File: config.mk
export PLATFORM = sky130hd
export DESIGN_NAME = id_ex_stage
export DESIGN_NICKNAME = d
export VERILOG_FILES = /design/src/rtl/cpu_pkg.sv /design/src/rtl/hazard_detect.sv /design/src/rtl/id_ex_stage.sv
export SDC_FILE = /design/constraint.sdc
export NUM_CORES = 1
export LEC_CHECK = 0
export BUFFER_PORTS_ARGS = -buffer_cell sky130_fd_sc_hd__clkbuf_2
export CAP_MARGIN = 10
export CORE_AREA = 4 4 126 128
export DETAILED_ROUTE_END_ITERATION = 10
export DIE_AREA = 0 0 130 132
export PLACE_DENSITY = 0.78
export SYNTH_ARGS = -nofsm -noshare
export SYNTH_HDL_FRONTEND = slang
export SYNTH_SLANG_ARGS = --single-unit
File: constraint.sdc
create_clock -name clk_i -period 2.3 [get_ports clk_i]
set_input_delay 0.46 -clock clk_i [delete_from_list [all_inputs] [get_ports clk_i]]
set_output_delay 0.46 -clock clk_i [all_outputs]
set_load 0.005 [all_outputs]
File: src/rtl/cpu_pkg.sv
// Shared RV32 core types: control bundle, ALUOp codes, opcodes.
// Used by decode, id_ex_stage and hazard_detect.
package cpu_pkg;

  localparam int DATA_W = 32;
  localparam int REG_AW = 5;

  typedef struct packed {
    logic [1:0] alu_op;
    logic       alu_src;
    logic       branch;
    logic       mem_read;
    logic       mem_write;
    logic       reg_write;
    logic       mem_to_reg;
  } ctrl_t;

  localparam ctrl_t CTRL_BUBBLE = '0;

  localparam logic [1:0] ALUOP_LDST = 2'b00;
  localparam logic [1:0] ALUOP_BR   = 2'b01;
  localparam logic [1:0] ALUOP_R    = 2'b10;

  localparam logic [4:0] X0_ADDR = 5'd0;

  localparam logic [6:0] OPC_R      = 7'b0110011;
  localparam logic [6:0] OPC_I      = 7'b0010011;
  localparam logic [6:0] OPC_LOAD   = 7'b0000011;
  localparam logic [6:0] OPC_STORE  = 7'b0100011;
  localparam logic [6:0] OPC_BRANCH = 7'b1100011;

  // Non-instructions carry no control; MemtoReg only matters with RegWrite.
  function automatic ctrl_t ctrl_clean(
    input logic  valid,
    input ctrl_t c
  );
    ctrl_t r;
    r = valid ? c : CTRL_BUBBLE;
    r.mem_to_reg = r.mem_to_reg & r.reg_write;
    return r;
  endfunction

endpackage

File: src/rtl/hazard_detect.sv
// Load-use hazard detection between EX (load) and ID.
// Compares both rs fields regardless of instruction format.
module hazard_detect
  import cpu_pkg::*;
#(
  parameter int REG_AW = 5
) (
  input  logic              ex_valid,
  input  logic              ex_mem_read,
  input  logic [REG_AW-1:0] ex_rd,
  input  logic              id_valid,
  input  logic [REG_AW-1:0] id_rs1,
  input  logic [REG_AW-1:0] id_rs2,
  output logic              haz
);

  logic rd_nz;
  logic hit;

  assign rd_nz = (ex_rd != '0);
  assign hit   = (ex_rd == id_rs1)
               | (ex_rd == id_rs2);

  assign haz = ex_valid & ex_mem_read
             & rd_nz & id_valid & hit;

endmodule

File: src/rtl/id_ex_stage.sv
// ID/EX pipeline register with load-use stall, flush and hold.
// ID_EX_BUBBLE_CNT_EN adds a saturating bubble counter output.
module id_ex_stage
  import cpu_pkg::*;
#(
  parameter int DATA_W = 32,
  parameter int REG_AW = 5
) (
  input  logic              clk_i,
  input  logic              rst_n_i,
  input  logic              hold_i,
  input  logic              flush_i,
  input  logic              valid_i,
  input  logic [1:0]        ALUOp_i,
  input  logic              ALUSrc_i,
  input  logic              Branch_i,
  input  logic              MemRead_i,
  input  logic              MemWrite_i,
  input  logic              RegWrite_i,
  input  logic              MemtoReg_i,
  input  logic [DATA_W-1:0] pc_i,
  input  logic [DATA_W-1:0] rs1_data_i,
  input  logic [DATA_W-1:0] rs2_data_i,
  input  logic [DATA_W-1:0] imm_i,
  input  logic [REG_AW-1:0] rs1_addr_i,
  input  logic [REG_AW-1:0] rs2_addr_i,
  input  logic [REG_AW-1:0] rd_addr_i,
  input  logic [9:0]        funct_i,
  output logic [1:0]        ALUOp_o,
  output logic              ALUSrc_o,
  output logic              Branch_o,
  output logic              MemRead_o,
  output logic              MemWrite_o,
  output logic              RegWrite_o,
  output logic              MemtoReg_o,
  output logic [DATA_W-1:0] pc_o,
  output logic [DATA_W-1:0] rs1_data_o,
  output logic [DATA_W-1:0] rs2_data_o,
  output logic [DATA_W-1:0] imm_o,
  output logic [REG_AW-1:0] rs1_addr_o,
  output logic [REG_AW-1:0] rs2_addr_o,
  output logic [REG_AW-1:0] rd_addr_o,
  output logic [9:0]        funct_o,
`ifdef ID_EX_BUBBLE_CNT_EN
  output logic [31:0]       bubble_cnt_o,
`endif
  output logic              valid_o,
  output logic              stall_o
);

  ctrl_t ctrl_in;
  ctrl_t ctrl_q;
  logic  haz;
  logic  bubble;

  assign ctrl_in = ctrl_clean(valid_i, {
    ALUOp_i, ALUSrc_i, Branch_i,
    MemRead_i, MemWrite_i,
    RegWrite_i, MemtoReg_i});

  hazard_detect #(
    .REG_AW(REG_AW)
  ) u_haz (
    .ex_valid   (valid_o),
    .ex_mem_read(ctrl_q.mem_read),
    .ex_rd      (rd_addr_o),
    .id_valid   (valid_i),
    .id_rs1     (rs1_addr_i),
    .id_rs2     (rs2_addr_i),
    .haz        (haz)
  );

  assign stall_o = haz & ~flush_i & ~hold_i;
  assign bubble  = ~hold_i & (flush_i | haz);

  always_ff @(posedge clk_i or negedge rst_n_i) begin
    if (!rst_n_i) begin
      valid_o    <= 1'b0;
      ctrl_q     <= CTRL_BUBBLE;
      rd_addr_o  <= '0;
      pc_o       <= '0;
      rs1_data_o <= '0;
      rs2_data_o <= '0;
      imm_o      <= '0;
      rs1_addr_o <= '0;
      rs2_addr_o <= '0;
      funct_o    <= '0;
    end else if (!hold_i) begin
      if (flush_i || haz) begin
        valid_o   <= 1'b0;
        ctrl_q    <= CTRL_BUBBLE;
        rd_addr_o <= '0;
      end else begin
        valid_o    <= valid_i;
        ctrl_q     <= ctrl_in;
        rd_addr_o  <= rd_addr_i;
        pc_o       <= pc_i;
        rs1_data_o <= rs1_data_i;
        rs2_data_o <= rs2_data_i;
        imm_o      <= imm_i;
        rs1_addr_o <= rs1_addr_i;
        rs2_addr_o <= rs2_addr_i;
        funct_o    <= funct_i;
      end
    end
  end

  assign ALUOp_o    = ctrl_q.alu_op;
  assign ALUSrc_o   = ctrl_q.alu_src;
  assign Branch_o   = ctrl_q.branch;
  assign MemRead_o  = ctrl_q.mem_read;
  assign MemWrite_o = ctrl_q.mem_write;
  assign RegWrite_o = ctrl_q.reg_write;
  assign MemtoReg_o = ctrl_q.mem_to_reg;

`ifdef ID_EX_BUBBLE_CNT_EN
  always_ff @(posedge clk_i or negedge rst_n_i) begin
    if (!rst_n_i)
      bubble_cnt_o <= '0;
    else if (bubble && bubble_cnt_o != '1)
      bubble_cnt_o <= bubble_cnt_o + 32'd1;
  end
`endif

endmodule

### After elaboration in Yosys (flattened, before gate mapping)

Cells that the tools add are included.

* bits in registers: 162
* latch bits: 0
* memory bits (writable): 0
* memory bits (read-only): 0
* output and inout bits: 163
* logic and storage cells: 36
* memories: 0

* add/subtract/negate cells: 0
* $mul: 0
* divide/modulo/power cells: 0
* magnitude comparators: 0
* equality and inequality tests: 2
* shifts and indexed selects: 0
* multiplexer cells: 4
* bitwise gates (word level): 11
* reductions and logical operators: 3

Operators by type and width (number)
* 2-to-1 mux 8 bit: 2
* equality test 5 bit: 2
* bitwise AND 1 bit: 7
* 2-to-1 mux 5 bit: 1
* nonzero test 5 bit: 1
* NOT 1 bit: 3
* AND reduction 2 bit: 1
* logical OR 1 bit: 1
* 2-to-1 mux 1 bit: 1
* bitwise OR 1 bit: 1

### Depth between registers and ports, before layout

* depth after elaboration: 7
* depth in mapped cells: 7

### By module

A second synthesis with hierarchy kept.

* cells, all modules: 364
* area, all modules: 6551.3 sq um

By module, submodules not included
* id_ex_stage: instances 1, cells an instance 347, area each 6422.4 sq um, seq. area each 4053.9 sq um
* hazard_detect: instances 1, cells an instance 17, area each 128.9 sq um, seq. area each 0.0 sq um

### Worst setup path before layout

OpenSTA, ideal clock, no wires.

* kind: input to register
* start: input port hold_i
* end: register imm_o[16]
* setup time: 128 ps
* arrival time: 1710 ps
* required time: 2172 ps
* slack: 463 ps
* stages: 6
* buffers on the path: 3
* cell sequence: buf_1 -> or2_2 -> a21oi_4 -> buf_6 -> buf_4 -> mux2_1

* cells in the longest elaborated chain, start to end: 2

RTL lines
* start: declaration: line id_ex_stage.sv:11 `input logic hold_i,`
* NOT 1 bit (no source line)
* AND reduction 2 bit (no source line)
* end signal: assignment: line id_ex_stage.sv:100 `imm_o <= imm_i;`
* end: declaration: line id_ex_stage.sv:39 `output logic [DATA_W-1:0] imm_o,`

No other way between the ends.
A chain may end at the register's enable or synchronous reset.

### Worst setup path in the final report

* start: register rd_addr_o[4]
* end: output port stall_o

* cells in the longest elaborated chain, start to end: 6
* elaborated cells on any way between the ends: 9
* classes of those cells: eq/ne (2); bitwise (6); reduce/logical (1)

RTL lines
* start: declaration: line id_ex_stage.sv:42 `output logic [REG_AW-1:0] rd_addr_o,`
* start signal: assignment: line id_ex_stage.sv:96 `rd_addr_o <= rd_addr_i;`
* nonzero test 5 bit: line hazard_detect.sv:20 `assign rd_nz = (ex_rd != '0);`
* bitwise AND 1 bit (2 in a row): line hazard_detect.sv:25 `& rd_nz & id_valid & hit;`
* bitwise AND 1 bit (*): line hazard_detect.sv:25
* bitwise AND 1 bit (*) (2 in a row): line id_ex_stage.sv:73 `assign stall_o = haz & ~flush_i & ~hold_i;`
* end: declaration: line id_ex_stage.sv:48 `output logic stall_o`

Mark *: on every way between the ends. The rest lies on a longest branch, timed or not.

==> impl_results.rst <==
.. list-table::
   :header-rows: 1

   * - Metric
     - Value
   * - Actual slew at the worst max-slew pin
     - 0.400 ns
   * - Starting density of the core
     - 0.415
   * - Clock network fraction of design power
     - 0.371
   * - CP Data Arrival Time
     - 1.74 ns
   * - Sink Count
     - 162
   * - Areal power density over the cells
     - 853 nW/um^2
   * - Psw
     - 1810 uW
   * - Top post-synthesis cells by count
     - 162 x dfrtp_1, 88 x mux2_1, 60 x mux2_2
   * - Bufs and invs on worst path
     - 1
   * - Die X-Extent
     - 130 um
   * - CP delay by family, top
     - flip-flops
   * - Cell types with the largest area share after synthesis
     - dfrtp_1 66%, mux2_1 16%, mux2_2 11%, xnor2_1 1.4%, a22o_1 1.1%
   * - Deepest clock path buffer count
     - 2
   * - Clk slew on worst S/H paths
     - approximately 0.060 ns
   * - Total Die Area
     - 17200 um^2
   * - Delay of the slowest cell on the worst path
     - 0.45 ns
   * - Switching share of total power
     - 0.244
   * - Count of buffers inserted at the top-level ports
     - 328
   * - Leakage power
     - about 0.0043 uW
   * - Cell-by-cell listing of the critical path
     - xnor2_1 -> nand3_1 -> o22ai_2 -> nand2_1 -> nor2_2 -> clkbuf_2
   * - Detailed-route vias per instance
     - 4.79
   * - Share of flip-flops with an asynchronous set or reset after synthesis
     - 1.00
   * - Normalized max-slew margin
     - 0.733
   * - DRC errors left
     - 0
   * - Most common flop cell mapped by yosys
     - dfrtp_1
   * - Clock buffer count from CTS
     - 17
   * - Initial detailed-routing violation count
     - about 150
   * - Initial antenna violation count
     - 0
   * - Count of flip-flops with a built-in enable after synthesis
     - 0
   * - Ports placed on the boundary
     - roughly 330
   * - Crit share post-route
     - 0.956
   * - Post-detailed-route wirelength per cell
     - roughly 17 um
   * - Critical Path Source Type
     - flop
   * - Total wire length
     - 15.6 mm
   * - Worst IR Drop VDD
     - 665 uV
   * - Drt first pass iters
     - 4
   * - Area leader, netlist
     - dfrtp_1
   * - Number of nets in the finished design
     - 877
   * - Synthesized netlist cell count
     - 370
   * - Via count of the first global-routing pass
     - between 4k and 5k
   * - CP max stage cell
     - dfrtp_2
   * - Final setup vio count
     - 0
   * - Diodes inserted
     - 0
   * - Max_cap viols
     - 0
   * - Post-Synthesis Net Count
     - 536
   * - Antenna-violating nets left
     - 0
   * - Post-Route M1 WL
     - 5.64 mm
   * - Share of Yosys cell area claimed by the top area cell type
     - 0.658
   * - Hold violation total from the final report
     - 0
   * - Y dimension of the die
     - 132 um
   * - Fraction of layout cells with a size suffix above 1
     - 0.605
   * - Summed instance area of the synthesized netlist
     - between 6000 and 7000 um^2
   * - Cell with the most instances after synthesis
     - dfrtp_1
   * - Number of synthesis warnings
     - 0
   * - Sequential fraction of design power
     - 0.469
   * - Highest Clock Rate
     - around 450 MHz
   * - Worst min path class
     - input pin to flop
   * - Post-synthesis cell type count
     - 21
   * - Highest net fanout along the worst path
     - 5
   * - Count of standard-cell rows
     - 45
   * - Final worst clock skew
     - roughly 0.0064 ns
   * - Slew Limit Fails
     - 0
   * - Average cell area after synthesis
     - 16.7 um^2
   * - Capturing element type of the critical path
     - output port
   * - Setup ws final
     - 0.102 ns
   * - Standard cell core area
     - 14900 um^2
   * - Pre-CTS setup slack
     - between 0.2 and 0.25 ns
   * - Data required time at the worst endpoint
     - 1.84 ns
   * - Congestion Overflow GR
     - 0
   * - HPWL after detailed placement
     - 12.1 mm
   * - Latest clock arrival within the worst-skew pair
     - 0.41 ns
   * - Global placer's final weighted congestion
     - 0.881
   * - Global-route wire length before repair
     - 24.6 mm
   * - Run status
     - completed
   * - Yosys reg bits
     - 162
   * - Top layer reached by signal wires
     - met4
   * - Total vias in the final route
     - between 4k and 5k
   * - Clock root cell
     - clkbuf_16
   * - Sequential-to-total area share from yosys stat
     - 0.658
   * - All-Layer GR Usage
     - 0.183
   * - Post-route minimum period
     - between 2 and 2.5 ns
   * - Clock H-tree levels
     - 4
   * - Pin count of the biggest net entering global routing
     - 67
   * - Layout overhead on the synthesized area
     - 41.0%
   * - Final-layout worst hold slack
     - 0.266 ns
   * - Logic gate share of total power
     - 0.160
   * - Start-to-end type of the worst setup path
     - flop to output port
   * - Wire length on met2
     - 8.07 mm
   * - Internal power component
     - ~5600 uW
   * - Routed wl met3
     - 1.53 mm
   * - TritonCTS clock tree
     - yes
-- routing by layer --
metal | up-vias | global-route usage
met5 | - | 0
met2 | 213 | 0.317
met3 | 26 | 0.0660
li1 | 1987 | -
met1 | 2129 | 0.203
met4 | 0 | 0.0704
-- logic make-up after synthesis --
logic type | share of synthesized area
and+or+nand+nor | 0.0104
xor gates and xnor gates | 0.0142
AOI/OAI and AO/OA | 0.0266
DFF | 0.658
buffers and inverters | 0.0205
muxes | 0.270
-- power groups by stage --
stage | Sequential, uW | Combinational, uW | Clock [uW]
finish | 3480 | 1180 | 2750
global route | 3530 | 1310 | 2950
detailed placement | 3530 | 1210 | 0
CTS | 3480 | 1210 | 2820
floorplan | 3530 | 427 | 0
global placement | 3500 | 1170 | 0
-- repair_timing --
| action | CTS | global route |
|---|---|---|
| setup buffers | 0 | 1 |
| endpoints found under the setup margin | 1 | 1 |
| pin swaps | 0 | 1 |
| hold endpoints to repair | 39 | 0 |
| hold buffers | 1 | 0 |
| resized for setup | 3 | 1 |
-- final timing paths --
path,depth (start not counted),to,startpoint,slack [ns]
max,6,stall_o,rd_addr_o[4],0.10
min,2,rs1_data_o[20],rs1_data_i[20],0.27
max reg2reg,8,rs2_data_o[7],rd_addr_o[1],0.18
min reg2reg,1,pc_o[9],pc_o[9],0.48
max in group asynchronous,3,rs2_data_o[11],rst_n_i,1.08
min in group asynchronous,2,imm_o[4],rst_n_i,0.54
-- state kept, by name (all words and copies together) (netlist names) --
name        flops
RegWrite_o      1
pc_o           32
MemtoReg_o      1
funct_o        10
MemWrite_o      1
rs1_addr_o      5
rd_addr_o       5
ALUSrc_o        1
rs2_addr_o      5
Branch_o        1
valid_o         1
imm_o          32
ALUOp_o         2
MemRead_o       1
rs2_data_o     32
rs1_data_o     32
-- per-stage QoR --
stage	setup TNS [ns]	util	total power [uW]	instances	instance area, um^2
after floorplan	0	-	3950	370	6160
after global placement	0	0.544	4670	878	8080
after detailed placement	0	0.544	4730	878	8080
after CTS	0	0.584	7510	909	8680
after global routing	-0.0115	0.584	7780	910	8690
final	0	0.584	7410	910	8690
-- layout by cell type (no fill, tap or decap), types with 6 or more instances in the layout --
cell type | Yosys | layout
mux2_1 | 88 | 88
buf_4 | 9 | 7
a32o_1 | 6 | 6
buf_12 | 0 | 6
clkbuf_2 | 0 | 327
dfrtp_1 | 162 | 160
xnor2_1 | 10 | 10
mux2_2 | 60 | 60
clkbuf_16 | 0 | 17
a22o_1 | 8 | 8
-- cell type report --
| class | instances | area (um^2) |
|---|---|---|
| fillers | 1169 | 6180 |
| flip-flops and latches | 162 | 4060 |
| multi-input cells | 188 | 1990 |
| repair buffers | 342 | 1830 |
| clock buffers | 21 | 470 |
| well taps | 188 | 235 |
| clock inverters | 9 | 106 |
(Power assumes the default switching activity.)
